[src/rtl/prog_loader.sv]
// prog_loader: program loader and run sequencer for the 8-bit RISC core.
//
// Receives a byte stream from the host over a valid/ready handshake and writes
// it into program memory through the memory's external write port. The core is
// held in reset while loading. Once the last byte is accepted the core is
// released, and the run ends on a halt indication or on a cycle timeout.
//
// Ports:
//   clk, rst              clock (rising edge), asynchronous active-low reset
//   start, len            load request pulse and byte count (legal 1..DEPTH)
//   abort                 level, returns to IDLE from any state
//   s_valid/s_data/s_ready host byte stream
//   mem_ewr/mem_ead/mem_edat external memory write port (registered)
//   cpu_rstreq            1 = core held in reset
//   cpu_halt              halt level from the core, sampled in RUN only
//   busy, done, err       status (err is sticky until the next legal start)
module prog_loader #(
    parameter int AW  = 5,
    parameter int DW  = 8,
    parameter int TMO = 1023
) (
    input  logic          clk,
    input  logic          rst,
    input  logic          start,
    input  logic [AW:0]   len,
    input  logic          abort,
    input  logic          s_valid,
    input  logic [DW-1:0] s_data,
    output logic          s_ready,
    output logic          mem_ewr,
    output logic [AW-1:0] mem_ead,
    output logic [DW-1:0] mem_edat,
    output logic          cpu_rstreq,
    input  logic          cpu_halt,
    output logic          busy,
    output logic          done,
    output logic          err
);
    localparam int DEPTH = 2 ** AW;

    typedef enum logic [1:0] {IDLE, LOAD, RUN, DONE} state_t;

    state_t      state, nxt;
    logic [AW:0] addr, addr_nxt;
    logic [AW:0] len_q, len_nxt;
    logic [9:0]  cnt, cnt_nxt;
    logic        err_nxt;
    logic        len_ok;
    logic        accept;

    assign len_ok = (len != '0) && (len <= (AW+1)'(DEPTH));
    // abort outranks a simultaneous handshake: that byte is not written
    assign accept = s_valid && s_ready && (state == LOAD) && !abort;

    always_comb begin
        nxt      = state;
        addr_nxt = addr;
        len_nxt  = len_q;
        cnt_nxt  = cnt;
        err_nxt  = err;
        if (abort) begin
            nxt = IDLE;
        end else begin
            case (state)
                IDLE, DONE: begin
                    if (start) begin
                        if (len_ok) begin
                            nxt      = LOAD;
                            len_nxt  = len;
                            addr_nxt = '0;
                            err_nxt  = 1'b0;
                        end else begin
                            nxt     = IDLE;
                            err_nxt = 1'b1;
                        end
                    end
                end
                LOAD: begin
                    if (accept) begin
                        addr_nxt = addr + (AW+1)'(1);
                        if (addr == len_q - (AW+1)'(1)) begin
                            nxt     = RUN;
                            cnt_nxt = '0;
                        end
                    end
                end
                RUN: begin
                    // halt is checked first so it wins a tie with the timeout
                    if (cpu_halt) begin
                        nxt = DONE;
                    end else if (cnt == 10'(TMO)) begin
                        nxt     = DONE;
                        err_nxt = 1'b1;
                    end else begin
                        cnt_nxt = cnt + 10'd1;
                    end
                end
                default: nxt = IDLE;
            endcase
        end
    end

    // Status outputs are registered from the next state so they line up with
    // the state register (start in N -> s_ready in N+1, last accept in N ->
    // cpu_rstreq low in N+1, alongside that byte's write strobe).
    always_ff @(posedge clk or negedge rst) begin
        if (!rst) begin
            state      <= IDLE;
            addr       <= '0;
            len_q      <= '0;
            cnt        <= '0;
            err        <= 1'b0;
            s_ready    <= 1'b0;
            busy       <= 1'b0;
            done       <= 1'b0;
            cpu_rstreq <= 1'b1;
            mem_ewr    <= 1'b0;
            mem_ead    <= '0;
            mem_edat   <= '0;
        end else begin
            state      <= nxt;
            addr       <= addr_nxt;
            len_q      <= len_nxt;
            cnt        <= cnt_nxt;
            err        <= err_nxt;
            s_ready    <= (nxt == LOAD);
            busy       <= (nxt == LOAD) || (nxt == RUN);
            done       <= (nxt == DONE);
            cpu_rstreq <= (nxt != RUN);
            mem_ewr    <= accept;
            if (accept) begin
                mem_ead  <= addr[AW-1:0];
                mem_edat <= s_data;
            end
        end
    end
endmodule

[config.mk]
export PLATFORM = sky130hd
export DESIGN_NAME = prog_loader
export DESIGN_NICKNAME = d
export VERILOG_FILES = /design/src/rtl/prog_loader.sv
export SDC_FILE = /design/constraint.sdc
export NUM_CORES = 1
export LEC_CHECK = 0
export CORE_UTILIZATION = 35
export DETAILED_ROUTE_END_ITERATION = 10
export SLEW_MARGIN = 20
export SYNTH_ARGS = -nofsm -noshare
export SYNTH_HDL_FRONTEND = slang
export SYNTH_SLANG_ARGS = --single-unit
[constraint.sdc]
create_clock -name clk -period 2.5 [get_ports clk]
set_input_delay 0.375 -clock clk [delete_from_list [all_inputs] [get_ports clk]]
set_output_delay 0.375 -clock clk [all_outputs]
set_load 0.02 [all_outputs]
==> results of run 1 <==
[worst max-delay path: stages, from the launching register on]
cell	delay, ns
dfrtp_1	0.36
inv_1	0.06
ha_1	0.30
xnor2_1	0.13
or4_4	0.55
buf_4	0.18
o31a_4	0.40
mux2_4	0.31
[cells by family after synthesis]
logic type	count (synthesis)
adders and majority gates	9
AOI/OAI and AO/OA	58
muxes	5
and+or+nand+nor	108
DFF	43
buffers and inverters	27
xor gates and xnor gates	7
[placed cells by master, fill, tap and decap left out, types with 4 or more instances in the layout]
| cell | n |
|---|---|
| o211ai_1 | 4 |
| clkdlybuf4s50_1 | 37 |
| nand2_1 | 55 |
| nor2_1 | 8 |
| or4_1 | 4 |
| clkbuf_8 | 5 |
| o311ai_2 | 6 |
| o21ai_0 | 8 |
| buf_4 | 25 |
| a22o_1 | 6 |
| nand3b_1 | 4 |
| nor3_1 | 4 |
| dfrtp_1 | 42 |
| o21ai_1 | 4 |
| a21oi_1 | 5 |
| xnor2_1 | 6 |
| o311ai_1 | 6 |
| inv_1 | 12 |
| nand3_1 | 11 |
| nand2b_1 | 4 |
| ha_1 | 9 |
[synthesized netlist by cell type (2+ instances only)]
library cell  count
nand2_1          55
dfrtp_1          42
inv_1            12
nand3_1          11
ha_1              9
o311ai_1          9
clkbuf_1          8
nor2_1            8
o21ai_0           8
a22o_1            6
xnor2_1           6
a21oi_1           5
nor3_1            5
or4_1             5
nand2b_1          4
nand3b_1          4
o211ai_1          4
o21ai_1           4
buf_2             3
mux2_1            3
o311ai_2          3
o31ai_1           3
or3_1             3
and3_1            2
buf_1             2
nand4_1           2
nand4b_1          2
o221ai_1          2
o31a_1            2
[sequential cells by signal, summed over array words and instances, names as in the netlist]
register    cells
mem_edat        8
done            1
len_q           6
busy            1
s_ready         1
cnt            10
cpu_rstreq      1
addr            6
mem_ewr         1
err             1
mem_ead         5
state           2
[cell type report]
type	instances	area [um2]
clock buffer	5	68.8
clock inverter	3	47.5
fill	600	3290
inverter	13	48.8
multi-input combinational	187	1270
sequential	43	1080
tap	77	96.3
timing repair buffer	65	593
[metrics by stage]
step	hold WS [ns]	instance area [um2]	total power [mW]
after detailed placement	0.335	3030	1.40
final	0.484	3210	1.99
after global routing	0.507	3210	2.11
after floorplan	0.0794	2410	1.15
after CTS	0.487	3150	1.98
after global placement	0.333	3030	1.39
[power groups by stage]
stage | Sequential [mW] | Combinational [mW] | Clock (mW)
CTS | 0.861 | 0.531 | 0.586
floorplan | 0.911 | 0.243 | 0
detailed placement | 0.874 | 0.526 | 0
finish | 0.861 | 0.559 | 0.569
global placement | 0.872 | 0.521 | 0
global route | 0.877 | 0.614 | 0.622
[what timing repair did]
action | 4_1_cts | 5_1_grt
setup endpoints to repair | 0 | 13
resized for setup | 0 | 9
endpoints found under the hold margin | 17 | 0
hold buffers | 1 | 0
[layer usage]
metal  up-vias  share of wire (%)
met1      1026                 50
met3         8                3.0
met2        43                 45
met4         0                1.5
met5         -                  0
li1       1050                  -
[final timing paths]
path | start | endpoint | slack, ns | cells past startpoint
max | len_q[0] | cnt[0] | 0.10 | 7
min | mem_edat[0] | mem_edat[0] | 0.48 | 2
max reg2reg | len_q[0] | cnt[0] | 0.10 | 7
min reg2reg | mem_edat[0] | mem_edat[0] | 0.48 | 2
max in group asynchronous | rst | cpu_rstreq | 1.24 | 3
min in group asynchronous | rst | mem_ead[3] | 0.51 | 2
==> results.md, run 1 <==
- Status: completed
- Cell Area, Synth: approximately 2400 um2
- Max-slew headroom: around 73%
- Fin cells: 393
- Mux contribution to synthesized area: 2.44%
- Fmax: between 400 and 500 MHz
- Total wire length: around 6000 um
- DR WL/cell: ~15 um
- Crit. End Element: flop
- Ant diodes: 0
- Setup TNS: 0 ns
- Synth Net Count: about 290
- Final setup vio count: 0
- Total CTS buffers: 5
- Worst Path Class, Setup: flop to flop
- Compound-Gate Fraction of Synth Area: roughly a fifth
- NetSw: roughly 0.63 mW
- WP data arrival: about 2.6 ns
- I/O Pins: 39
- Min cycle time layout: 2.40 ns
- GR peak layer: met2
- Main flop type after synthesis: dfrtp_1
- Clk pwr share: about 29%
- Initial antenna violation count: 0
- Layout cells sized above 1: between 10% and 20%
- Final Util: 49.4%
- Post-Synth Simple-Gate Area: around 22%
- Worst skew pair latency: slightly above 0.3 ns
- First-pass GRT wire length: between 9000 and 10000 um
- Post-synth top area share: between 40 and 50%
- Pre-CTS WS: -0.0868 ns
- IO buf count: 38
- Via/cell ratio: about 5.4
- Clock transition at path regs: about 0.1 ns
- Syn Area/Cell: roughly 9.4 um2
- RD Place Congestion: about 0.8
- Logic gate share of total power: around 28%
- Die area: between 7000 and 8000 um2
- Initial core utilization: between 30% and 40%
- GRT overflow: 0
- Net count of the finished layout: roughly 340
- Setup WS post-layout: just over 0.1 ns
- Ys Warns: 0
- Pwr per Cell Area: 621 nW/um2
- Number of synthesized flops with an enable pin: 0
- Max Cap Viol: 0
- Actual slew at the worst max-slew pin: roughly 0.40 ns
- Xor and xnor area share after synthesis: about 2.5%
- Post-Synth Adder-Cell Area: 4.67%
- Routed via count: around 2100
- Die Span Y: 85 um
- Syn Inst Count: about 260
- Placed cells: roughly 380
- VDD IR max: between 0.2 and 0.3 mV
- Placeable core area: between 6000 and 7000 um2
- Setup Buffers After CTS: 0
- RSZ-0062 raised after global routing: no
- GRT Util Overall: between 10% and 20%
- Post-synthesis sequential area ratio: 44.7%
- Placed wire-length estimate: ~4200 um
- Vias in the first global route: 2000
- CP max FO: 7
- Clk_skew: around 0.013 ns
- Hold crit path type: flop to flop
- Endpoints failing hold: 0
- Largest net degree at the start of global routing: 27
- Drt pass-1 iters: 4
- CTS tree: done
- CTS Sinks: 43
- Met3 Use GR: 3.40%
- Met1 Track Usage GR: about a quarter
- H-Tree Depth: 2
- Leakage: around 1.4 nW
- Pint: between 1 and 1.5 mW
- Slew Viols, Final: 0
- Flop pwr share: between 40% and 50%
- Met2 Use GR: between 20 and 30%
- Area leader, netlist: dfrtp_1
- Clk root buf: clkbuf_8
- Synth top area cells: dfrtp_1, nand2_1, ha_1
- CP Launch Type: flop
- Period Utilization, post-route: 95.9%
- Longest Clk Path Bufs: 2
- Post-route antenna net violation count: 0
- Unique cell type count in the Yosys netlist: 54
- Worst endpoint required time: 2.69 ns
- Area growth syn-to-layout: 33.0%
- Post-synthesis async set-or-reset flop share: 100%
- Initial drt markers: 75
- Synthesis-stage register bit count: 43
- # rows: 29
- Die W: around 85 um
- # DRC: 0
- Switching Fraction: 31.8%
- Largest family of logic cells by synthesized area: simple AND/OR/NAND/NOR gates
Note: power is estimated with default switching activity, not from simulation.
==> run 2, diff against run 1 <==
--- a/config.mk
+++ b/config.mk
@@ -5,6 +5,7 @@
 export SDC_FILE = /design/constraint.sdc
 export NUM_CORES = 1
 export LEC_CHECK = 0
+export CAP_MARGIN = 15
 export CORE_UTILIZATION = 35
 export DETAILED_ROUTE_END_ITERATION = 10
 export SLEW_MARGIN = 20
==> results of run 2 <==
Same layout as run 1: the final DEF is identical, and so are final timing and power.
